**src/rtl/id_ex_pipe.sv**
```systemverilog
// ID/EX pipeline register with DEPTH stages. Supports hold, bubble insertion, flush and reset.
// Also tracks per-stage valid bits, occupancy and a saturating bubble counter.
module id_ex_pipe #(
    parameter int CTRL_W = 16,
    parameter int DATA_W = 207,
    parameter int DEPTH  = 1,
    parameter int CNT_W  = 16
) (
    input  logic              i_clk,
    input  logic              i_rst,
    input  logic              i_stall,
    input  logic              i_flush,
    input  logic              i_bubble,
    input  logic              i_valid_in,
    input  logic [CTRL_W-1:0] i_ctrl_in,
    input  logic [DATA_W-1:0] i_data_in,
    output logic              o_valid_out,
    output logic [CTRL_W-1:0] o_ctrl_out,
    output logic [DATA_W-1:0] o_data_out,
    output logic [3:0]        o_occupancy,
    output logic [CNT_W-1:0]  o_bubble_cnt
);

    logic              r_v [DEPTH];
    logic [CTRL_W-1:0] r_c [DEPTH];
    logic [DATA_W-1:0] r_d [DEPTH];
    logic [CNT_W-1:0]  r_bubble_cnt;

    logic              w_load_v;
    logic [CTRL_W-1:0] w_load_c;
    logic              w_idle;
    logic              w_cnt_max;
    logic [3:0]        w_occ;

    // Control is zeroed together with the valid bit, so an invalid slot never carries control.
    assign w_load_v  = i_valid_in & ~i_bubble;
    assign w_load_c  = w_load_v ? i_ctrl_in : '0;
    assign w_idle    = i_bubble | ~i_valid_in;
    assign w_cnt_max = &r_bubble_cnt;

    always_ff @(posedge i_clk) begin
        if (i_rst) begin
            for (int i = 0; i < DEPTH; i++) begin
                r_v[i] <= 1'b0;
                r_c[i] <= '0;
                r_d[i] <= '0;
            end
            r_bubble_cnt <= '0;
        end else if (i_flush) begin
            // Data keeps shifting so the datapath is identical to the normal case.
            for (int i = 0; i < DEPTH; i++) begin
                r_v[i] <= 1'b0;
                r_c[i] <= '0;
            end
            r_d[0] <= i_data_in;
            for (int i = 1; i < DEPTH; i++) begin
                r_d[i] <= r_d[i-1];
            end
        end else if (!i_stall) begin
            r_v[0] <= w_load_v;
            r_c[0] <= w_load_c;
            r_d[0] <= i_data_in;
            for (int i = 1; i < DEPTH; i++) begin
                r_v[i] <= r_v[i-1];
                r_c[i] <= r_c[i-1];
                r_d[i] <= r_d[i-1];
            end
            if (w_idle && !w_cnt_max) begin
                r_bubble_cnt <= r_bubble_cnt + 1'b1;
            end
        end
    end

    always_comb begin
        w_occ = '0;
        for (int i = 0; i < DEPTH; i++) begin
            w_occ = w_occ + 4'(r_v[i]);
        end
    end

    assign o_valid_out  = r_v[DEPTH-1];
    assign o_ctrl_out   = r_c[DEPTH-1];
    assign o_data_out   = r_d[DEPTH-1];
    assign o_occupancy  = w_occ;
    assign o_bubble_cnt = r_bubble_cnt;

endmodule

```
**config.mk**
```make
export PLATFORM = sky130hd
export DESIGN_NAME = id_ex_pipe
export DESIGN_NICKNAME = d
export VERILOG_FILES = /design/src/rtl/id_ex_pipe.sv
export SDC_FILE = /design/constraint.sdc
export NUM_CORES = 1
export LEC_CHECK = 0
export CAP_MARGIN = 10
export CORE_AREA = 2 2 184 186
export CTS_CLUSTER_SIZE = 12
export DETAILED_ROUTE_END_ITERATION = 10
export DIE_AREA = 0 0 186 188
export HOLD_SLACK_MARGIN = 0.1
export PLACE_DENSITY = 0.7
export REMOVE_ABC_BUFFERS = 1
export SYNTH_ARGS = -nofsm -noshare
export SYNTH_HDL_FRONTEND = slang
export SYNTH_SLANG_ARGS = --single-unit
```
**constraint.sdc**
```tcl
create_clock -name i_clk -period 14.95 [get_ports i_clk]
set_input_delay 2.99 -clock i_clk [delete_from_list [all_inputs] [get_ports i_clk]]
set_output_delay 2.99 -clock i_clk [all_outputs]
set_load 0.02 [all_outputs]
```
; Word level (Yosys, flattened, before mapping)
; Memory sizes are Yosys's and may differ from the RTL's.
; Cells that the tools add are included.
[op_classes]
add_sub_neg = 1
n_mux = 22
bitwise_logic = 6
n_reduce_logical = 10
[op_table]
columns = op, n
row1 = 207-bit two-way mux, 2
row2 = 207-bit OR reduction, 2
row3 = 16-bit two-way mux, 3
row4 = 16-bit OR reduction, 2
row5 = 1-bit two-way mux, 17
row6 = 16-bit by 1-bit adder with 16-bit output (second input constant), 1
row7 = 16-bit AND reduction, 1
row8 = 1-bit inverter, 4
row9 = 3-bit AND reduction, 1
row10 = 1-bit OR reduction, 2
row11 = 1-bit AND, 1
row12 = 1-bit logical AND, 1
row13 = 1-bit logical NOT, 1
row14 = 1-bit OR, 1
[word_totals]
regBits = 16
mem_bits_rw = 224
inputBits = 229
elab_cells = 43
n_memories = 3
[mem_list]
columns = name, depth, word_bits, rd, rd_clocked_by_memory_dff, write_ports, line
row1 = r_d, 1, 207, 1, 0, 1, 26  ; logic [DATA_W-1:0] r_d [DEPTH];
row2 = r_c, 1, 16, 1, 0, 1, 25  ; logic [CTRL_W-1:0] r_c [DEPTH];
row3 = r_v, 1, 1, 1, 0, 1, 24  ; logic r_v [DEPTH];

; Longest topological paths before layout
[depth]
word_depth = 6
ltp_mapped = 6
ltp_nobuf = 5

; Worst setup path after synthesis
; No wires, ideal clock.
[synth_path]
path_type = input -> register
from = input i_rst
to = memory r_c[0][0] (enable)
t_arrival_ps = 8304
t_required_ps = 14353
slack_ps = 6049
cell_stages = 4
path_buffers = 2
path_cell_list = clkbuf_1 -> buf_1 -> nor2_1 -> nand2_1
[synth_between]
elab_chain_cells = 5
[synth_rtl]
columns = item, line
row1 = start: declaration, 10  ; input logic i_rst,
row2 = 1-bit two-way mux, 42  ; if (i_rst) begin
row3 = 1-bit two-way mux (implied by the code), 53  ; r_c[i] <= '0;
row4 = 16-bit OR reduction (no line), n/a
row5 = 1-bit two-way mux (no line), n/a
row6 = 1-bit two-way mux (no line) *, n/a
row7 = end: declaration, 25
; Every way passes the cells marked *; elsewhere a longest branch is shown, timed or not.

; Final worst setup path
[layout_path]
from = input i_rst
to = memory r_d[0][144] (enable)
[layout_between]
elab_chain_cells = 5
[layout_rtl]
columns = item, line
row1 = 1-bit two-way mux, 42
row2 = 1-bit two-way mux (implied by the code), 55  ; r_d[0] <= i_data_in;
row3 = 207-bit OR reduction (no line), n/a
row4 = 1-bit two-way mux (no line), n/a
row5 = 1-bit two-way mux (no line) *, n/a
row6 = end: declaration, 26
; Marks and branches as above.

==> results.md <==
* Status: finished clean
* H-Tree Depth at 1
* Sinks on Clock Net at 240
* Vias in the first global route at 6,401
* Leakage at 5.66 nW
* Data required time of the worst path at 15.11 ns
* Fmax at 181 MHz
* Global router's overall resource usage at 14.5%
* Postcts setup bufs at 0
* Worst Tran Pin Value at 1.09 ns
* First-pass GRT wire length at 38.5 mm
* Clk root buf: clkbuf_16
* Bufs and invs on worst path at 4
* FP Rows at 67
* WL final at 26.6 mm
* Hold Vio Cnt, Final at 0
* Via Count at 6,384
* Pins over their slew limit at 0
* Max_slew headroom at 26.6%
* Yosys cell types at 39
* CP max stage cell: buf_4
* Die Wd at 186 um
* Area Overhead vs Synth at 65.3%
* CTS tree: done
* CP Max Fanout at 61
* Avg Inst Size Synth at 15.7 um^2
* Layout Skew at 0.00511 ns
* DP Area at 14,400 um^2
* Yosys reg bits at 240
* Period Utilization, post-route at 36.9%
* Buffers added on ports at 469
* TNS Setup at 0 ns
* Fill cells at 2,945
* Commonest cells after routing, fill and taps aside: clkdlybuf4s50_1, edfxtp_1, and2_1
* Starting Density at 27.8%
* Placeable Area at 33,100 um^2
* Power Density at 112 nW/um^2
* Clock latency at the later pin of the worst-skew pair at 0.53 ns
* First-pass iteration count of the detailed router at 4
* Worst Setup End Kind: flop
* Final std cells w/o fill at 1,528
* CTS buffer count at 27
* GRT overflow at 0
* Final setup fails at 0
* Sequential fraction of the synthesis area at 76.5%
* Multi-input gate area at 2030 um^2
* Register area at 7050 um^2
* Avg WL per Cell at 17.4 um
* CP top delay family: buffers and inverters
* Gate count after technology mapping at 586
* Final HPWL DP at 19.8 mm
* Hold_buf cts at 0
* Max Cap Viol at 0
* Critical path launch point type: input port
* Clk buf depth at 3
* CTS resizes at 0
* Largest net degree at the start of global routing at 82
* Cell chain of the critical path: clkdlybuf4s50_1 > buf_4 > nor2_1 > nand2_4 > buf_4 > buf_4
* 1st-iter DRT viols at 289
* RSZ-0062 raised after global routing: false
* Most numerous cell on the critical path: buf_4
* Worst setup path class: in -> reg
* ANT cells at 0
* Mapped cell area at 9210 um^2
* Min cycle time layout at 5.51 ns
* Crit path DAT at 5.67 ns
* Max incr delay on CP at 0.71 ns
* Nets at 1,293
* DR DRC count at 0
* Hold WC Path Type: reg -> reg
* DRT antenna net count at 0
* Dpl cells at 1,482
* Peak VDD IR at 69.3 uV
* Power, Total at 0.00170 W
* Clock-pin slew on the worst setup and hold paths at 0.06 ns
* Antenna violations before repair at 2
* Routability cong. at 0.776
* I/O pin count at 473
* Die height at 188 um
* FF-to-FF setup slack at 12.89 ns
* Die Area at 35,000 um^2
* Yosys warns at 0
* Layout cells sized above 1 at 5.09%
* Routed vias/inst at 4.18
* Final Cell Area at 15,200 um^2
* Commonest non-fill, non-tap cell in the layout: clkdlybuf4s50_1
where the power goes:
part / internal (W) / total, W / switching, W / leakage, nW
registers: 0.000790 / 0.000805 / 0.0000153 / 2.65
logic: 0.000148 / 0.000274 / 0.000126 / 2.61
clock network: 0.000361 / 0.000622 / 0.000261 / 0.392
total: 0.00130 / 0.00170 / 0.000402 / 5.66
final cells by class:
cell class                      count  share of cell area [%]
Sequential cell                   240                    46.3
Timing Repair Buffer              476                    31.2
Multi-Input combinational cell    313                    13.4
Clock buffer                       31                    4.54
Tap cell                          448                    3.68
Clock inverter                     15                   0.789
Inverter                            5                   0.123
worst paths after layout:
path,start,end,depth (start not counted)
min,o_bubble_cnt[5]$_SDFFE_PP0P_,o_bubble_cnt[5]$_SDFFE_PP0P_,2
min reg2reg,o_bubble_cnt[5]$_SDFFE_PP0P_,o_bubble_cnt[5]$_SDFFE_PP0P_,2
max reg2reg,o_bubble_cnt[0]$_SDFFE_PP0P_,o_bubble_cnt[6]$_SDFFE_PP0P_,5
max,i_rst,r_d[0][144]$_DFFE_PP_,6
state kept, by name, summed over array words and instances, names as in the netlist:
| register | cells |
|---|---|
| r_c | 16 |
| r_d | 207 |
| o_bubble_cnt | 16 |
| r_v | 1 |
through the flow:
| step | setup slack, ns | hold slack, ns | utilization (%) |
|---|---|---|---|
| floorplan | 6.50 | 0.566 | - |
| global placement | 8.91 | 0.489 | 43.5 |
| detailed placement | 8.86 | 0.507 | 43.5 |
| CTS | 9.44 | 0.518 | 46.0 |
| global route | 9.28 | 0.564 | 46.0 |
| finish | 9.44 | 0.520 | 46.0 |
synthesized netlist by cell type:
cell type / count / area [um^2]
conb_1: 1 / 3.75
ha_1: 1 / 12.5
nand2_1: 8 / 30.0
mux2_2: 3 / 33.8
nand2b_1: 3 / 18.8
nand4_1: 3 / 18.8
o21ai_0: 3 / 15.0
nor2_2: 1 / 6.26
nor4b_1: 2 / 17.5
or3_2: 1 / 7.51
nor2b_1: 5 / 31.3
nor4_4: 1 / 21.3
or4_1: 7 / 52.6
a221oi_1: 1 / 8.76
and4_4: 1 / 11.3
inv_1: 5 / 18.8
and2_1: 223 / 1400
o31ai_1: 6 / 45.0
dfxtp_1: 16 / 320
nand4_4: 2 / 42.5
clkbuf_1: 24 / 90.1
buf_4: 5 / 37.5
nor3_1: 1 / 5.00
o21bai_1: 1 / 7.51
buf_1: 1 / 3.75
mux2_1: 1 / 11.3
nor2_1: 9 / 33.8
edfxtp_1: 224 / 6730
or3_1: 2 / 12.5
nand3_1: 5 / 25.0
nor4_1: 3 / 18.8
mux2_4: 1 / 15.0
a21oi_1: 10 / 50.1
and3_1: 1 / 6.26
nor3_2: 1 / 10.0
nand4_2: 1 / 12.5
a21oi_2: 1 / 8.76
mux2i_1: 1 / 10.0
nor4_2: 1 / 12.5
metal layers:
| layer | GRT usage, % | wire length [um] | up-vias |
|---|---|---|---|
| li1 | - | - | 3022 |
| met2 | 25.3 | 13300 | 278 |
| met3 | 5.20 | 2580 | 56 |
| met1 | 16.4 | 10000 | 3024 |
| met5 | 0 | 30 | - |
| met4 | 4.39 | 737 | 4 |
worst min-delay path, cell delays in order, from the launching register on:
cell and delay, ns:
dfxtp_1 0.34, o31ai_1 0.08, a21oi_1 0.05
kinds of logic (layout without fill, tap and decap cells):
family,after synthesis,after routing,share of synthesized area (%)
AOI/OAI and AO/OA,22,22,1.47
other,1,3,0.0407
muxes,6,6,0.761
adders and majority gates,1,1,0.136
DFF,240,240,76.5
buffers and inverters,35,527,1.63
and+or+nand+nor,281,281,19.4
(Power assumes the default switching activity.)
